**src/rtl/alu_cc_unit.sv**
```systemverilog
// alu_cc_unit
// Execute stage fed by the register file. Selects operand B (register or
// sign-extended imm5), runs single-cycle ALU ops or a DATA_W-iteration
// shift-add multiply behind a start/done handshake, and owns the NZP
// condition codes and the BEN branch-enable flag.
//
// Ports:
//   Clk        clock, rising edge
//   Reset_al   synchronous active-low reset
//   start      request, sampled only in IDLE
//   ALUK       00 ADD, 01 AND, 10 NOT(A), 11 PASS(A)
//   MUL        multiply instead of ALUK when high at start
//   SR1_OUT    operand A
//   SR2_OUT    register operand B
//   IR         instruction: [5] SR2MUX select, [4:0] imm5, [11:9] nzp mask
//   bus_data   value used for condition-code update
//   LD_CC      load NZP from bus_data
//   LD_BEN     load BEN from IR[11:9] & NZP
//   ALU_out    registered result, held until the next completion
//   busy       high while not IDLE
//   done       one-cycle completion pulse
//   NZP        condition codes {N,Z,P}
//   BEN        branch enable
//
// state | meaning
// IDLE  | waiting for start
// RUN   | multiply iterations, one bit of B per cycle
// DONE  | result valid, done pulse
module alu_cc_unit #(
    parameter int DATA_W = 16,
    parameter int IMM_W  = 5
) (
    input  logic              Clk,
    input  logic              Reset_al,
    input  logic              start,
    input  logic [1:0]        ALUK,
    input  logic              MUL,
    input  logic [DATA_W-1:0] SR1_OUT,
    input  logic [DATA_W-1:0] SR2_OUT,
    input  logic [15:0]       IR,
    input  logic [DATA_W-1:0] bus_data,
    input  logic              LD_CC,
    input  logic              LD_BEN,
    output logic [DATA_W-1:0] ALU_out,
    output logic              busy,
    output logic              done,
    output logic [2:0]        NZP,
    output logic              BEN
);

    localparam int CNT_W = $clog2(DATA_W);

    typedef enum logic [1:0] {IDLE, RUN, DONE} state_t;

    state_t            state, state_nxt;
    logic [DATA_W-1:0] op_b;
    logic [DATA_W-1:0] alu_res;
    logic [DATA_W-1:0] a_q, b_q;
    logic [DATA_W-1:0] acc, acc_nxt;
    logic [DATA_W-1:0] alu_out_q;
    logic [CNT_W-1:0]  cnt;
    logic              mul_last;
    logic              busy_q, done_q;
    logic [2:0]        nzp_q;
    logic              ben_q;
    logic              unused_ir;

    assign unused_ir = ^{IR[15:12], IR[8:6]};

    assign op_b = IR[5] ? {{(DATA_W-IMM_W){IR[IMM_W-1]}}, IR[IMM_W-1:0]} : SR2_OUT;

    always_comb begin
        alu_res = '0;
        case (ALUK)
            2'b00:   alu_res = SR1_OUT + op_b;
            2'b01:   alu_res = SR1_OUT & op_b;
            2'b10:   alu_res = ~SR1_OUT;
            default: alu_res = SR1_OUT;
        endcase
    end

    // Only the low DATA_W bits of the product are kept, so the accumulator
    // and the shifted partial product never need extra width.
    assign mul_last = (cnt == CNT_W'(DATA_W-1));
    assign acc_nxt  = b_q[cnt] ? acc + (a_q << cnt) : acc;

    always_comb begin
        state_nxt = state;
        case (state)
            IDLE:    if (start) state_nxt = MUL ? RUN : DONE;
            RUN:     if (mul_last) state_nxt = DONE;
            DONE:    state_nxt = IDLE;
            default: state_nxt = IDLE;
        endcase
    end

    always_ff @(posedge Clk) begin
        if (!Reset_al) begin
            state     <= IDLE;
            a_q       <= '0;
            b_q       <= '0;
            acc       <= '0;
            cnt       <= '0;
            alu_out_q <= '0;
            busy_q    <= 1'b0;
            done_q    <= 1'b0;
        end else begin
            state  <= state_nxt;
            busy_q <= (state_nxt != IDLE);
            done_q <= (state_nxt == DONE);
            case (state)
                IDLE: begin
                    if (start) begin
                        if (MUL) begin
                            a_q <= SR1_OUT;
                            b_q <= op_b;
                            acc <= '0;
                            cnt <= '0;
                        end else begin
                            alu_out_q <= alu_res;
                        end
                    end
                end
                RUN: begin
                    acc <= acc_nxt;
                    cnt <= cnt + 1'b1;
                    if (mul_last) alu_out_q <= acc_nxt;
                end
                default: ;
            endcase
        end
    end

    // BEN samples the NZP held before the edge, so a simultaneous LD_CC
    // does not feed into the same BEN update.
    always_ff @(posedge Clk) begin
        if (!Reset_al) begin
            nzp_q <= 3'b010;
            ben_q <= 1'b0;
        end else begin
            if (LD_BEN) ben_q <= |(IR[11:9] & nzp_q);
            if (LD_CC) begin
                if (bus_data[DATA_W-1])  nzp_q <= 3'b100;
                else if (bus_data == '0) nzp_q <= 3'b010;
                else                     nzp_q <= 3'b001;
            end
        end
    end

    assign ALU_out = alu_out_q;
    assign busy    = busy_q;
    assign done    = done_q;
    assign NZP     = nzp_q;
    assign BEN     = ben_q;

endmodule

```
**config.mk**
```make
export PLATFORM = sky130hd
export DESIGN_NAME = alu_cc_unit
export DESIGN_NICKNAME = d
export VERILOG_FILES = /design/src/rtl/alu_cc_unit.sv
export SDC_FILE = /design/constraint.sdc
export NUM_CORES = 1
export LEC_CHECK = 0
export ABC_AREA = 1
export BUFFER_PORTS_ARGS = -buffer_cell sky130_fd_sc_hd__buf_2
export CAP_MARGIN = 5
export CORE_UTILIZATION = 58
export DETAILED_ROUTE_END_ITERATION = 12
export PLACE_DENSITY = 0.82
export SLEW_MARGIN = 20
export SYNTH_ARGS = -nofsm -noshare
export SYNTH_HDL_FRONTEND = slang
export SYNTH_SLANG_ARGS = --single-unit
```
**constraint.sdc**
```tcl
create_clock -name Clk -period 4.2 [get_ports Clk]
set_clock_uncertainty 0.1 [all_clocks]
set_input_delay 1.05 -clock Clk [delete_from_list [all_inputs] [get_ports Clk]]
set_output_delay 1.05 -clock Clk [all_outputs]
set_load 0.01 [all_outputs]
```
==> results_dict.tcl <==
set metrics [dict create \
    reg2reg_to "ALU_out[10]" \
    syn_inst 980 \
    placed_cells 1165 \
    path_class "register to register" \
    rsz0062_at_grt "no" \
    die_area_sq_mm 0.0107 \
    reg2regPathDepth 14 \
    critPathArrivalTime_ns 3.59 \
    coreArea_sq_mm 0.00986 \
    final_area_sq_mm 0.00662 \
    drc_errors 0 \
    maxCapViolCount 0 \
    holdPathEnd "a_q[9]" \
    synthTopCellsByArea "dfxtp_1 26%, nand2_1 16%, o21ai_0 8.2%" \
    ctsResizeCount 0 \
    yosysSeqAreaShare_pct 25.5 \
    use_met2_pct 52.8 \
    yosys_register_bits 76 \
    synth_edf_count 0 \
    nets 1149 \
    layout_common_cells "262 x nand2_1, 105 x inv_1, 99 x nor2_1" \
    required_ns 4.36 \
    hpwl_mm 13.3 \
    dpl_cell_area_sq_mm 0.00642 \
    p_clk_share_pct 30.1 \
    fp.dieW_um 103 \
    syn_area_sq_mm 0.00596 \
    wire_per_inst_um 14.6 \
    gr-max-usage-layer "met2" \
    drive_above_1_share_pct 12.7 \
    drt-initial-drc-count 444 \
    fin_ws_ns 0.771 \
    finalSetupTns_ns 0 \
    cts_buffers 9 \
    post-route-min-period_ns 3.43 \
    gr-total-overflow 0 \
    use_met1_pct 46.0 \
    instances_no_fill 1181 \
    antennaDiodeCount 0 \
    syn_nets 1086 \
    power_mw 1.93 \
    ys_types 44 \
    status "finished, final reports clean" \
    yosys_warnings 0 \
    finalSetupViolCount 0 \
    min_from "a_q[9]" \
    relSlewSlack_pct 33.2 \
    clk_path_buf_depth 2 \
    gp_congestion 0.946 \
    drv_slew 0 \
    clkSlewWorstSetupHoldPaths_ns 0.09 \
    io_pins 94 \
    synth-main-ff-cell "dfxtp_1" \
    intPower_mw 1.24 \
    wl_mm 17.2 \
    clkSinkCount 76 \
    htreeDepth 3 \
    clk_latency_ns 0.35 \
    via_count 6662 \
    rrSetupSlack_ns 0.77 \
    die_h_um 103 \
    synthArstFlopShare_pct 0 \
    worst_ir_drop_vdd_mv 0.157 \
    p_sw_uw 685 \
    worst-path-max-fanout 24 \
    holdPathStages 2 \
    yosysTopAreaCell "dfxtp_1" \
    p_leak_nw 3.25 \
    cp-start-kind "register" \
    syn_avg_cell_area_sq_um 6.08 \
    swShare_pct 35.5 \
    grt_max_degree 48 \
    finalHoldViolations 0 \
    antenna_found_initial 0 \
    rows 36 \
    tightest_slew_ns 1.00 \
    holdWs_ns 0.377 \
    power_density_mw_per_mm2 291 \
    cts_tree "built" \
    vias_per_cell 5.64 \
    timing.final.crit_share_pct 81.6 \
    critical_path.endpoint_type "register" \
    start_util_pct 60.4 \
    syn_to_final_growth_pct 11.1 \
    port_buffers 86 \
    postCtsSetupRepairBufs 0 \
    grtUsageMet3_pct 4.50 \
    grt_pass1_vias 5748 \
    ant_nets 0 \
    r2r_start "cnt[2]" \
    post-place-ws_ns 0.546 \
    combinationalPowerShare_pct 29.0 \
    final_common_cell "nand2_1" \
    fmax_mhz 292 \
    hold_buffers 0 \
    min-delay-path-class "register to register" \
    yosysTopAreaCellShare_pct 25.5 \
    grt_usage_pct 33.5 \
    fin_util_pct 67.1 \
    dr.pass1.iters 6 \
    power_frac_seq_pct 40.9 \
    grt_first_pass_wirelength_mm 27.4 \
    cts_root_buf "clkbuf_8" \
]
==> synthesized netlist by cell type (all sizes together), types with 2 or more instances <==
cell type and instances:
a21oi 89, a221oi 8, a31oi 9, buf 16
clkbuf 26, clkinv 2, dfxtp 76, fa 2
ha 32, inv 108, mux2 4, nand2 268
nand3 83, nand3b 6, nand4 6, nor2 102
nor3 5, o211ai 11, o21a 2, o21ai 100
o21bai 5, o22ai 2, xnor2 6, xor2 4
==> sequential cells by signal (all words and copies together) (netlist names) <==
signal	count
a_q	16
acc	16
BEN	1
cnt	4
NZP	3
b_q	16
ALU_out	16
state	2
busy	1
done	1
==> routing by layer <==
layer	wire length, um	share of wire (%)
met2	7570	44
met1	7650	44
met5	0	0
met3	1430	8.3
met4	550	3.2
==> logic make-up after synthesis <==
| kind of cell | after synthesis | share of synthesized area (%) |
|---|---|---|
| AND/OR/NAND/NOR | 474 | 33.1 |
| AO/OA/AOI/OAI | 230 | 21.3 |
| buffers and inverters | 152 | 10.4 |
| flip-flops | 76 | 25.5 |
| adder cells (fa/ha/maj) | 34 | 7.39 |
| XOR/XNOR | 10 | 1.47 |
| multiplexers | 4 | 0.755 |
==> worst max path at each step <==
stage            from          end  slack (ns)
5_1_grt        cnt[1]      acc[15]        0.54
3_3_place_gp    IR[5]   ALU_out[6]        0.56
2_1_floorplan   IR[5]   ALU_out[8]        0.92
3_5_place_dp    IR[5]   ALU_out[6]        0.55
6_report       cnt[2]  ALU_out[10]        0.77
4_1_cts        cnt[2]  ALU_out[10]        0.89
==> cell type report <==
cell class / instances / area [sq um]
clock buffers: 9 / 124
clock inverters: 7 / 82.6
fillers: 976 / 3240
inverters: 110 / 418
multi-input cells: 752 / 3820
flip-flops and latches: 76 / 1520
well taps: 133 / 166
repair buffers: 94 / 490
==> power groups by stage <==
| stage | registers (mW) | clock network [mW] | logic [mW] |
|---|---|---|---|
| 2_1_floorplan | 0.807 | 0 | 0.388 |
| 3_3_place_gp | 0.805 | 0 | 0.538 |
| 3_5_place_dp | 0.806 | 0 | 0.545 |
| 4_1_cts | 0.789 | 0.584 | 0.548 |
| 5_1_grt | 0.795 | 0.612 | 0.630 |
| 6_report | 0.789 | 0.580 | 0.558 |
==> worst max-delay path, stage by stage (launching register included) <==
cell and delay [ns]:
dfxtp_1 0.66, inv_1 0.46, o21ai_0 0.41, nor2_1 0.11
ha_1 0.36, a21oi_1 0.24, o21ai_0 0.13, nand2_1 0.07
nand3b_1 0.09, nand2_1 0.07, nand2_1 0.04, o21ai_0 0.34
nand3_1 0.13, nand2_1 0.08, inv_1 0.04
Note: power is estimated with default switching activity, not from simulation.
